[src/rtl/board_io_pkg.sv]
// board_io_pkg: shared widths, types and helpers for the board IO front end
package board_io_pkg;
  localparam int unsigned PwmWidth = 8;
  typedef logic [PwmWidth-1:0] pwm_duty_t;
  typedef enum logic {DbStable, DbCounting} db_state_e;
  function automatic int unsigned cnt_width(input int unsigned n);
    return $clog2(n + 1);
  endfunction
endpackage

[src/rtl/io_debounce.sv]
// io_debounce: one input channel -- 2-flop synchroniser, stability counter, edge pulses
module io_debounce
  import board_io_pkg::*;
#(
  parameter int unsigned DebounceCycles = 50000
) (
  input  logic clk_i,
  input  logic rst_ni,
  input  logic raw_i,
  output logic db_o,
  output logic rise_o,
  output logic fall_o
);
  localparam int unsigned CntW = cnt_width(DebounceCycles);
  localparam logic [CntW-1:0] CntMax = CntW'(DebounceCycles - 1);
  logic meta_q, sync_q, db_q, db_d, rise_q, rise_d, fall_q, fall_d;
  logic [CntW-1:0] cnt_q, cnt_d;
  db_state_e state;
  // synchroniser, stability counter and debounced level with its edge pulses
  always_ff @(posedge clk_i or negedge rst_ni) begin
    if (!rst_ni) begin
      meta_q <= 1'b0;
      sync_q <= 1'b0;
      db_q   <= 1'b0;
      cnt_q  <= '0;
      rise_q <= 1'b0;
      fall_q <= 1'b0;
    end else begin
      meta_q <= raw_i;
      sync_q <= meta_q;
      db_q   <= db_d;
      cnt_q  <= cnt_d;
      rise_q <= rise_d;
      fall_q <= fall_d;
    end
  end
  // count while the synchronised level disagrees; commit once it held for DebounceCycles
  always_comb begin
    state  = (sync_q != db_q) ? DbCounting : DbStable;
    db_d   = db_q;
    cnt_d  = '0;
    rise_d = 1'b0;
    fall_d = 1'b0;
    if (state == DbCounting) begin
      if (cnt_q == CntMax) begin
        db_d   = sync_q;
        rise_d = sync_q;
        fall_d = ~sync_q;
      end else begin
        cnt_d = cnt_q + 1'b1;
      end
    end
  end
  assign db_o   = db_q;
  assign rise_o = rise_q;
  assign fall_o = fall_q;
endmodule

[src/rtl/board_io_ctrl.sv]
// board_io_ctrl: debounced button/switch inputs and PWM-dimmed, maskable LED drive
module board_io_ctrl
  import board_io_pkg::*;
#(
  parameter int unsigned NumIn          = 8,
  parameter int unsigned NumLed         = 4,
  parameter int unsigned DebounceCycles = 50000,
  parameter int unsigned PwmWidth       = 8
) (
  input  logic                       clk_sys_i,
  input  logic                       rst_sys_ni,
  input  logic [NumIn-1:0]           in_raw_i,
  output logic [NumIn-1:0]           in_db_o,
  output logic [NumIn-1:0]           in_rise_o,
  output logic [NumIn-1:0]           in_fall_o,
  input  logic [NumLed-1:0]          led_val_i,
  input  logic [NumLed*PwmWidth-1:0] led_duty_i,
  input  logic [NumLed-1:0]          led_mask_i,
  output logic [NumLed-1:0]          led_o
);
  logic [PwmWidth-1:0] pwm_q;
  logic [NumLed-1:0]   pwm_on, led_d, led_q;
  for (genvar i = 0; i < NumIn; i++) begin : g_in
    io_debounce #(.DebounceCycles(DebounceCycles)) u_db (
      .clk_i (clk_sys_i),
      .rst_ni(rst_sys_ni),
      .raw_i (in_raw_i[i]),
      .db_o  (in_db_o[i]),
      .rise_o(in_rise_o[i]),
      .fall_o(in_fall_o[i])
    );
  end
  for (genvar i = 0; i < NumLed; i++) begin : g_led
    logic [PwmWidth-1:0] duty;
    assign duty      = led_duty_i[i*PwmWidth +: PwmWidth];
    assign pwm_on[i] = (&duty) | (pwm_q < duty);
  end
  // mask wins over enable and duty
  always_comb begin
    led_d = led_val_i & pwm_on & ~led_mask_i;
  end
  // free-running PWM counter and registered LED pins
  always_ff @(posedge clk_sys_i or negedge rst_sys_ni) begin
    if (!rst_sys_ni) begin
      pwm_q <= '0;
      led_q <= '0;
    end else begin
      pwm_q <= pwm_q + 1'b1;
      led_q <= led_d;
    end
  end
  assign led_o = led_q;
endmodule

[config.mk]
export PLATFORM = sky130hd
export DESIGN_NAME = board_io_ctrl
export DESIGN_NICKNAME = d
export VERILOG_FILES = /design/src/rtl/board_io_pkg.sv /design/src/rtl/io_debounce.sv /design/src/rtl/board_io_ctrl.sv
export SDC_FILE = /design/constraint.sdc
export NUM_CORES = 1
export LEC_CHECK = 0
export ABC_AREA = 1
export CAP_MARGIN = 5
export CORE_MARGIN = 1
export CORE_UTILIZATION = 62
export DETAILED_ROUTE_END_ITERATION = 8
export PLACE_DENSITY_LB_ADDON = 0.1
export SKIP_CTS_REPAIR_TIMING = 1
export SYNTH_ARGS = -nofsm -noshare
export SYNTH_HDL_FRONTEND = slang
export SYNTH_SLANG_ARGS = --single-unit
export TNS_END_PERCENT = 30
[constraint.sdc]
create_clock -name clk_sys_i -period 2.3 [get_ports clk_sys_i]
set_input_delay 0.575 -clock clk_sys_i [delete_from_list [all_inputs] [get_ports clk_sys_i]]
set_output_delay 0.575 -clock clk_sys_i [all_outputs]
set_load 0.03 [all_outputs]
== After elaboration in Yosys (flattened, before gate mapping) ==
Index checks and enable logic that the tools add are counted.
Word-level totals
  output and inout bits: 28
  memory bits (writable): 0
  bits in registers: 180
  ROM bits: 0
  memories kept: 0
  bits in latches: 0
  logic and storage cells: 162
Operators by class
  equality and inequality tests: 16
  reductions and logical operators: 12
  add/sub/neg operators: 9
  $lt $le $gt $ge: 4
  bitwise operators: 15
  multiply operators: 0
  shift-type cells: 0
  muxes and demuxes: 56
  div/mod/pow operators: 0
Operators with widths (number)
  $mux W16: 16
  $add A16 B1 Y16 const B: 8
  $eq A16 B16 Y1 const B: 8
  $mux W1: 40
  $lt A8 B8 Y1: 4
  $reduce_and A8 Y1: 4
  $reduce_and A2 Y1: 8
  $add A8 B1 Y8 const B: 1
  $and A4 B4 Y4: 2
  $ne A1 B1 Y1: 8
  $not A1 Y1: 8
  $not A4 Y4: 1
  $or A1 B1 Y1: 4

== Depth between registers and ports, before layout ==
Gate-level depths: netlist (run 1).
  depth in word-level cells: 4
  gate-level depth with buffers: 9
  depth with buffers taken out: 9

== Hierarchy ==
A second synthesis (run 1) with hierarchy kept.
Unflattened totals
  cell total of the unflattened synthesis: 1257
  area, all modules: 10097.2 um^2
By module, submodules not included
  io_debounce: area an instance 1098.6 um^2, cells an instance 134, seq. area each 525.5 um^2, times used 8
  board_io_ctrl: area an instance 1308.8 um^2, cells an instance 185, seq. area each 300.3 um^2, times used 1

== Worst setup path before layout (run 1) ==
Ideal clock, no wire load.
  path kind: in2reg
  start: input port led_duty_i[13]
  end: register led_q[1] (netlist: led_o[1])
  stages: 7
  arrival time: 1357 ps
  setup slack: 866 ps
  path buffers: 0
  data required time: 2223 ps
  setup time: 77 ps
  cell sequence: inv_1 > ha_1 > a21oi_1 > nor2_1 > nor3_1 > nand2_1 > a21oi_1
On the way
  cells in the longest elaborated chain, start to end: 4
Ends and longest elaborated chain
  start: declaration: line board_io_ctrl.sv:17  | input logic [NumLed*PwmWidth-1:0] led_duty_i,
  $lt A8 B8 Y1 or $reduce_and A8 Y1 (tied branches): line board_io_ctrl.sv:36  | assign pwm_on[i] = (&duty) | (pwm_q < duty);
  $or A1 B1 Y1 (*): line board_io_ctrl.sv:36
  $and A4 B4 Y4 (*) (2 in a row): line board_io_ctrl.sv:40  | led_d = led_val_i & pwm_on & ~led_mask_i;
  via led_d[1]: line board_io_ctrl.sv:22  | logic [NumLed-1:0] pwm_on, led_d, led_q;
  end signal: assignment: line board_io_ctrl.sv:49  | led_q <= led_d;
  end: declaration: line board_io_ctrl.sv:22
The timed path passes the listed nets; every way through them passes the cells marked *.
A chain may end at the register's enable or synchronous reset.

== Final worst setup path (run 1) ==
  start: register g_in[3].u_db.db_q
  end: output port in_db_o[3]
RTL lines
  start: declaration: line io_debounce.sv:16  | logic meta_q, sync_q, db_q, db_d, rise_q, rise_d, fall_q, fall_d;
  start signal: assignment: line io_debounce.sv:24  | db_q <= 1'b0;
  start signal: assignment: line io_debounce.sv:31  | db_q <= db_d;
  end: declaration: line board_io_ctrl.sv:13  | output logic [NumIn-1:0] in_db_o,
No word-level cell between the ends.

==> results of run 1 <==
cell usage after synthesis, types with 8 or more instances:
cell       n  area share
nor2_1   237       0.091
nand2_1  227       0.087
inv_1    190       0.073
dfrtp_1  180        0.46
nand3_1   67       0.034
nor3_1    56       0.029
ha_1      37       0.047
a21oi_1   35       0.018
xor2_1    33       0.029
nand4_1   31       0.020
buf_4     24       0.018
xnor2_1   19       0.017
nand2_2   14      0.0089
nor3_2    14       0.014
nor2_2     9      0.0057
nand3_2    8      0.0082
o21ai_0    8      0.0041
metrics by stage:
| stage | power, mW | utilization | hold WS, ns |
|---|---|---|---|
| final | 6.47 | 0.741 | 0.154 |
| after floorplan | 3.48 | - | 0.279 |
| after detailed placement | 3.71 | 0.703 | 0.337 |
| after CTS | 6.53 | 0.741 | 0.162 |
| after global placement | 3.69 | 0.703 | 0.332 |
| after global routing | 6.74 | 0.741 | 0.190 |
cells by family after synthesis:
kind of cell | count (synthesis) | synth area share
and+or+nand+nor | 684 | 0.319
buffers and inverters | 219 | 0.0929
DFF | 180 | 0.459
AOI/OAI and AO/OA | 63 | 0.0354
xor gates and xnor gates | 52 | 0.0464
adders and majority gates | 37 | 0.0472
per-layer routing:
metal	global-route usage	wire, microns
met3	0.0609	904
met5	0	0
met4	0.0747	224
met1	0.327	8610
met2	0.410	8940
placed cells by master (no fill, tap or decap), drive strengths merged, types with 4 or more instances in the layout:
| cell type | instances |
|---|---|
| nand4 | 34 |
| xor2 | 33 |
| inv | 195 |
| buf | 9 |
| nor3 | 71 |
| o21ai | 15 |
| o21bai | 5 |
| a31oi | 7 |
| clkbuf | 25 |
| nand3 | 75 |
| nor2 | 251 |
| xnor2 | 19 |
| dfrtp | 180 |
| ha | 37 |
| clkinv | 4 |
| nand2 | 243 |
| clkdlybuf4s50 | 76 |
| nor3b | 6 |
| a21oi | 36 |
state kept, by name, indices dropped and copies added, names as in the netlist:
name	flops
g_in.u_db.meta_q	8
pwm_q	8
g_in.u_db.cnt_q	128
led_o	4
g_in.u_db.rise_o	8
g_in.u_db.db_o	8
g_in.u_db.sync_q	8
g_in.u_db.fall_o	8
path summary, 6_finish.rpt:
check | from | to | slack, ns | cells after the start
max in group asynchronous | rst_sys_ni | g_in[1].u_db.db_o | 1.52 | 2
setup / recovery | g_in[3].u_db.db_o | in_db_o[3] | 0.19 | 1
setup reg to reg | g_in[6].u_db.cnt_q[0] | g_in[6].u_db.cnt_q[4] | 0.68 | 6
hold / removal | rst_sys_ni | g_in[5].u_db.rise_o | 0.15 | 1
min in group clk_sys_i | g_in[5].u_db.meta_q | g_in[5].u_db.sync_q | 0.35 | 0
hold reg to reg | g_in[5].u_db.meta_q | g_in[5].u_db.sync_q | 0.35 | 0
layout make-up:
cell class | instances | area (sq um) | share of cell area
clock buffer | 24 | 482 | 0.0425
clock inverter | 7 | 98.8 | 0.00871
tap | 211 | 264 | 0.0233
multi-input combinational | 836 | 4400 | 0.388
inverter | 195 | 732 | 0.0645
timing repair buffer | 86 | 867 | 0.0764
sequential | 180 | 4500 | 0.397
where the power goes:
group          internal [mW]  switching (mW)
Clock                   1.68            1.14
Combinational          0.166           0.217
Sequential              3.22          0.0406
Total                   5.07            1.40
==> flow_metrics.env, run 1 <==
export IMPL_detail_route_antenna_nets=0
export IMPL_n_antenna_cell=0
export IMPL_io_pins=78
export IMPL_clk_latency_ns=0.43
export IMPL_placed_cell_area_sq_um=10800
export IMPL_tritoncts="yes"
export IMPL_grt_ovfl_total=0
export IMPL_max_freq_ghz=0.474
export IMPL_cts_sinks=180
export IMPL_fp_dieH_microns=128
export IMPL_layout_drive_gt1_share=0.0768
export IMPL_numPlacedInstances=1508
export IMPL_dr_total_vias=7871
export IMPL_critPathMaxStageDelay_ns=0.69
export IMPL_post_dp_hpwl_microns=14100
export IMPL_postLayoutCellArea_sq_um=11300
export IMPL_critPathBufInv=1
export IMPL_crit_fanout=5
export IMPL_drt_wl_total_microns=18700
export IMPL_post_route_period_util=0.917
export IMPL_path_cells="clkdlybuf4s50_1"
export IMPL_first_pass_iters=4
export IMPL_skew_ns=0.00673
export IMPL_max_vdd_ir_drop_uv=565
export IMPL_dieWidth_microns=128
export IMPL_gp_congestion=0.904
export IMPL_maxSlewViolCount=0
export IMPL_post_place_ws_ns=0.285
export IMPL_setup_worst_path_end_class="output port"
export IMPL_htreeDepth=4
export IMPL_ys_ff_latch=180
export IMPL_yosys_most_used_dff="dfrtp_1"
export IMPL_via_per_inst=5.11
export IMPL_cts_clk_slew_worst_paths_ns=0.06
export IMPL_power_density_nw_per_um2=570
export IMPL_cpMaxStageDelayCell="clkdlybuf4s50_1"
export IMPL_io_buffers=77
export IMPL_layout_min_cycle_time_ns=2.11
export IMPL_ys_types=33
export IMPL_hold_viol=0
export IMPL_relSlewSlack=0.620
export IMPL_grt_pass1_wl_microns=32500
export IMPL_initialDrtViolationCount=429
export IMPL_cts_buffer_depth=2
export IMPL_syn_num_nets=1322
export IMPL_arrival_ns=1.53
export IMPL_drc=0
export IMPL_row_count=45
export IMPL_core_area_sq_um=15300
export IMPL_yosys_warnings=0
export IMPL_outcome="finished clean"
export IMPL_synth_area_sq_um=9820
export IMPL_nNetsFinal=1403
export IMPL_synthToLayoutAreaGrowth_pct=15.6
export IMPL_cp_start_kind="flop"
export IMPL_setup_viol=0
export IMPL_path_delay_family="buffers and inverters"
export IMPL_wl_per_cell_microns=12.1
export IMPL_avgSynthCellArea_sq_um=7.95
export IMPL_initial_utilization=0.641
export IMPL_cp_required_ns=1.73
export IMPL_async_flop_share=1.00
export IMPL_worst_slew_pin_slew_ns=0.569
export IMPL_dieArea_sq_um=16300
export IMPL_synth_edf_count=0
export IMPL_fin_cells=1539
export IMPL_seq_area_frac_synth=0.459
export IMPL_grt_max_degree=73
export IMPL_syn_inst=1235
export IMPL_worstSetupPathType="reg -> out"
export IMPL_grt_pass1_vias=7379
export IMPL_tns_ns=0
export IMPL_hp_class="in -> async"
export IMPL_numCtsBuffers=17
export IMPL_nFillCells=1185
export IMPL_cts_root_buf="clkbuf_16"
export IMPL_setup_slack_ns=0.192
export IMPL_grtUsageTotal=0.249
export IMPL_maxCapViolations=0
export IMPL_p_leak_nw=5.40
export IMPL_antenna_found_initial=0
export IMPL_rsz0062_at_grt="no"
(Power assumes the default switching activity.)
==> run 2: changes to the inputs <==
Settings changed: CTS_BUF_LIST set to sky130_fd_sc_hd__clkbuf_8.
==> run 2 against run 1 <==
Compared with the run above: flip-flop and latch count is the same; cell area fell by 1.7%; register-to-register slack improved by 0.04 ns; combinational power hardly changed; sequential share of layout area up 0.68 points; via count is 1.2% lower; global-route usage is 0.46 points lower.
==> flow_metrics.env, run 2 (same netlist as run 1, synthesis figures left out) <==
export IMPL_grt_pass1_vias=7294
export IMPL_row_count=45
export IMPL_final_common_cell="nor2_1"
export IMPL_wl_per_cell_microns=11.8
export IMPL_post_dp_hpwl_microns=14100
export IMPL_worst_slew_pin_slew_ns=0.570
export IMPL_cts_clk_slew_worst_paths_ns=0.09
export IMPL_p_total_mw=5.72
export IMPL_cts_root_buf="clkbuf_8"
export IMPL_p_leak_nw=5.33
export IMPL_nFillCells=1227
export IMPL_gp_congestion=0.904
export IMPL_maxSlewViolCount=0
export IMPL_setup_viol=0
export IMPL_max_vdd_ir_drop_uv=413
export IMPL_clk_latency_ns=0.46
export IMPL_core_area_sq_um=15300
export IMPL_numCtsBuffers=17
export IMPL_combPwrFrac=0.067
export IMPL_drc=0
export IMPL_path_delay_family="buffers and inverters"
export IMPL_seq_power_share=0.569
export IMPL_crit_fanout=4
export IMPL_power_density_nw_per_um2=512
export IMPL_detail_route_antenna_nets=0
export IMPL_maxCapViolations=0
export IMPL_largest_register_ffs=128
export IMPL_post_route_period_util=0.931
export IMPL_grt_max_degree=73
export IMPL_path_cells="clkdlybuf4s50_1"
export IMPL_cts_buffer_depth=2
export IMPL_outcome="finished clean"
export IMPL_p_int_mw=4.41
export IMPL_seqCellArea_sq_um=4500
export IMPL_first_pass_iters=5
export IMPL_rsz0062_at_grt="no"
export IMPL_tritoncts="yes"
export IMPL_max_freq_ghz=0.467
export IMPL_fp_dieH_microns=128
export IMPL_utilization=0.728
export IMPL_clkPwrFrac=0.364
export IMPL_relSlewSlack=0.620
export IMPL_grtUsageTotal=0.245
export IMPL_dieWidth_microns=128
export IMPL_n_antenna_cell=0
export IMPL_hp_class="in -> async"
export IMPL_initialDrtViolationCount=433
export IMPL_layout_min_cycle_time_ns=2.14
export IMPL_setup_worst_path_end_class="output port"
export IMPL_dr_total_vias=7774
export IMPL_layout_drive_gt1_share=0.0768
export IMPL_htreeDepth=4
export IMPL_mostFrequentLayoutCells="nor2_1 (237), nand2_1 (227), inv_1 (194), dfrtp_1 (180), clkdlybuf4s50_1 (76)"
export IMPL_grt_pass1_wl_microns=32000
export IMPL_io_buffers=77
export IMPL_grt_ovfl_total=0
export IMPL_drt_wl_total_microns=18200
export IMPL_critPathBufInv=1
export IMPL_multi_input_area_sq_um=4400
export IMPL_dieArea_sq_um=16300
export IMPL_initial_utilization=0.641
export IMPL_hold_viol=0
export IMPL_cpMaxStageDelayCell="clkdlybuf4s50_1"
export IMPL_cp_start_kind="flop"
export IMPL_sw_frac_of_total=0.228
export IMPL_cts_sinks=180
export IMPL_via_per_inst=5.05
export IMPL_synthToLayoutAreaGrowth_pct=13.7
export IMPL_hold_worst_slack_ns=0.123
export IMPL_cp_required_ns=1.73
export IMPL_antenna_found_initial=0
export IMPL_switchingPower_mw=1.30
export IMPL_largest_register="g_in.u_db.cnt_q"
export IMPL_worstSetupPathType="reg -> out"
export IMPL_nNetsFinal=1403
export IMPL_arrival_ns=1.57
export IMPL_skew_ns=0.0120
export IMPL_tns_ns=0
export IMPL_critPathMaxStageDelay_ns=0.70
export IMPL_io_pins=78
-- run 2: layout make-up --
cell class	instances	share of cell area
clock inverters	11	0.0102
repair buffers	86	0.0777
multi-input cells	836	0.394
inverters	195	0.0656
clock buffers	20	0.0247
well taps	211	0.0237
flip-flops and latches	180	0.404
-- run 2: stage by stage --
| stage | instance area [sq um] | setup slack, ns | instances |
|---|---|---|---|
| after floorplan | 9820 | 0.866 | 1235 |
| after global placement | 10800 | 0.342 | 1508 |
| after detailed placement | 10800 | 0.285 | 1508 |
| after CTS | 11200 | 0.124 | 1539 |
| after global routing | 11200 | 0.0803 | 1539 |
| final | 11200 | 0.159 | 1539 |
-- run 2: per-layer routing --
| layer | GRT usage | vias to the layer above | part of all wire |
|---|---|---|---|
| met2 | 0.396 | 162 | 0.47 |
| met4 | 0.0720 | 0 | 0.0085 |
| met5 | 0 | - | 0 |
| li1 | - | 4041 | - |
| met1 | 0.325 | 3561 | 0.47 |
| met3 | 0.0630 | 10 | 0.050 |
-- run 2: power by group through the flow --
stage | logic (mW) | clock network, mW | registers [mW]
2_1_floorplan | 0.162 | 0 | 3.32
3_3_place_gp | 0.377 | 0 | 3.31
3_5_place_dp | 0.389 | 0 | 3.32
4_1_cts | 0.390 | 2.13 | 3.25
5_1_grt | 0.439 | 2.29 | 3.26
6_report | 0.381 | 2.08 | 3.25
-- run 2: path summary, 6_finish.rpt --
path | cells past startpoint | to | slack (ns) | start
worst max-delay path | 1 | in_db_o[2] | 0.16 | g_in[2].u_db.db_o
worst min-delay path | 1 | g_in[5].u_db.rise_o | 0.12 | rst_sys_ni
worst max register to register | 6 | g_in[6].u_db.cnt_q[1] | 0.72 | g_in[6].u_db.cnt_q[0]
worst min register to register | 0 | g_in[5].u_db.sync_q | 0.35 | g_in[5].u_db.meta_q
max in group asynchronous | 2 | led_o[0] | 1.56 | rst_sys_ni
min in group clk_sys_i | 0 | g_in[5].u_db.sync_q | 0.35 | g_in[5].u_db.meta_q
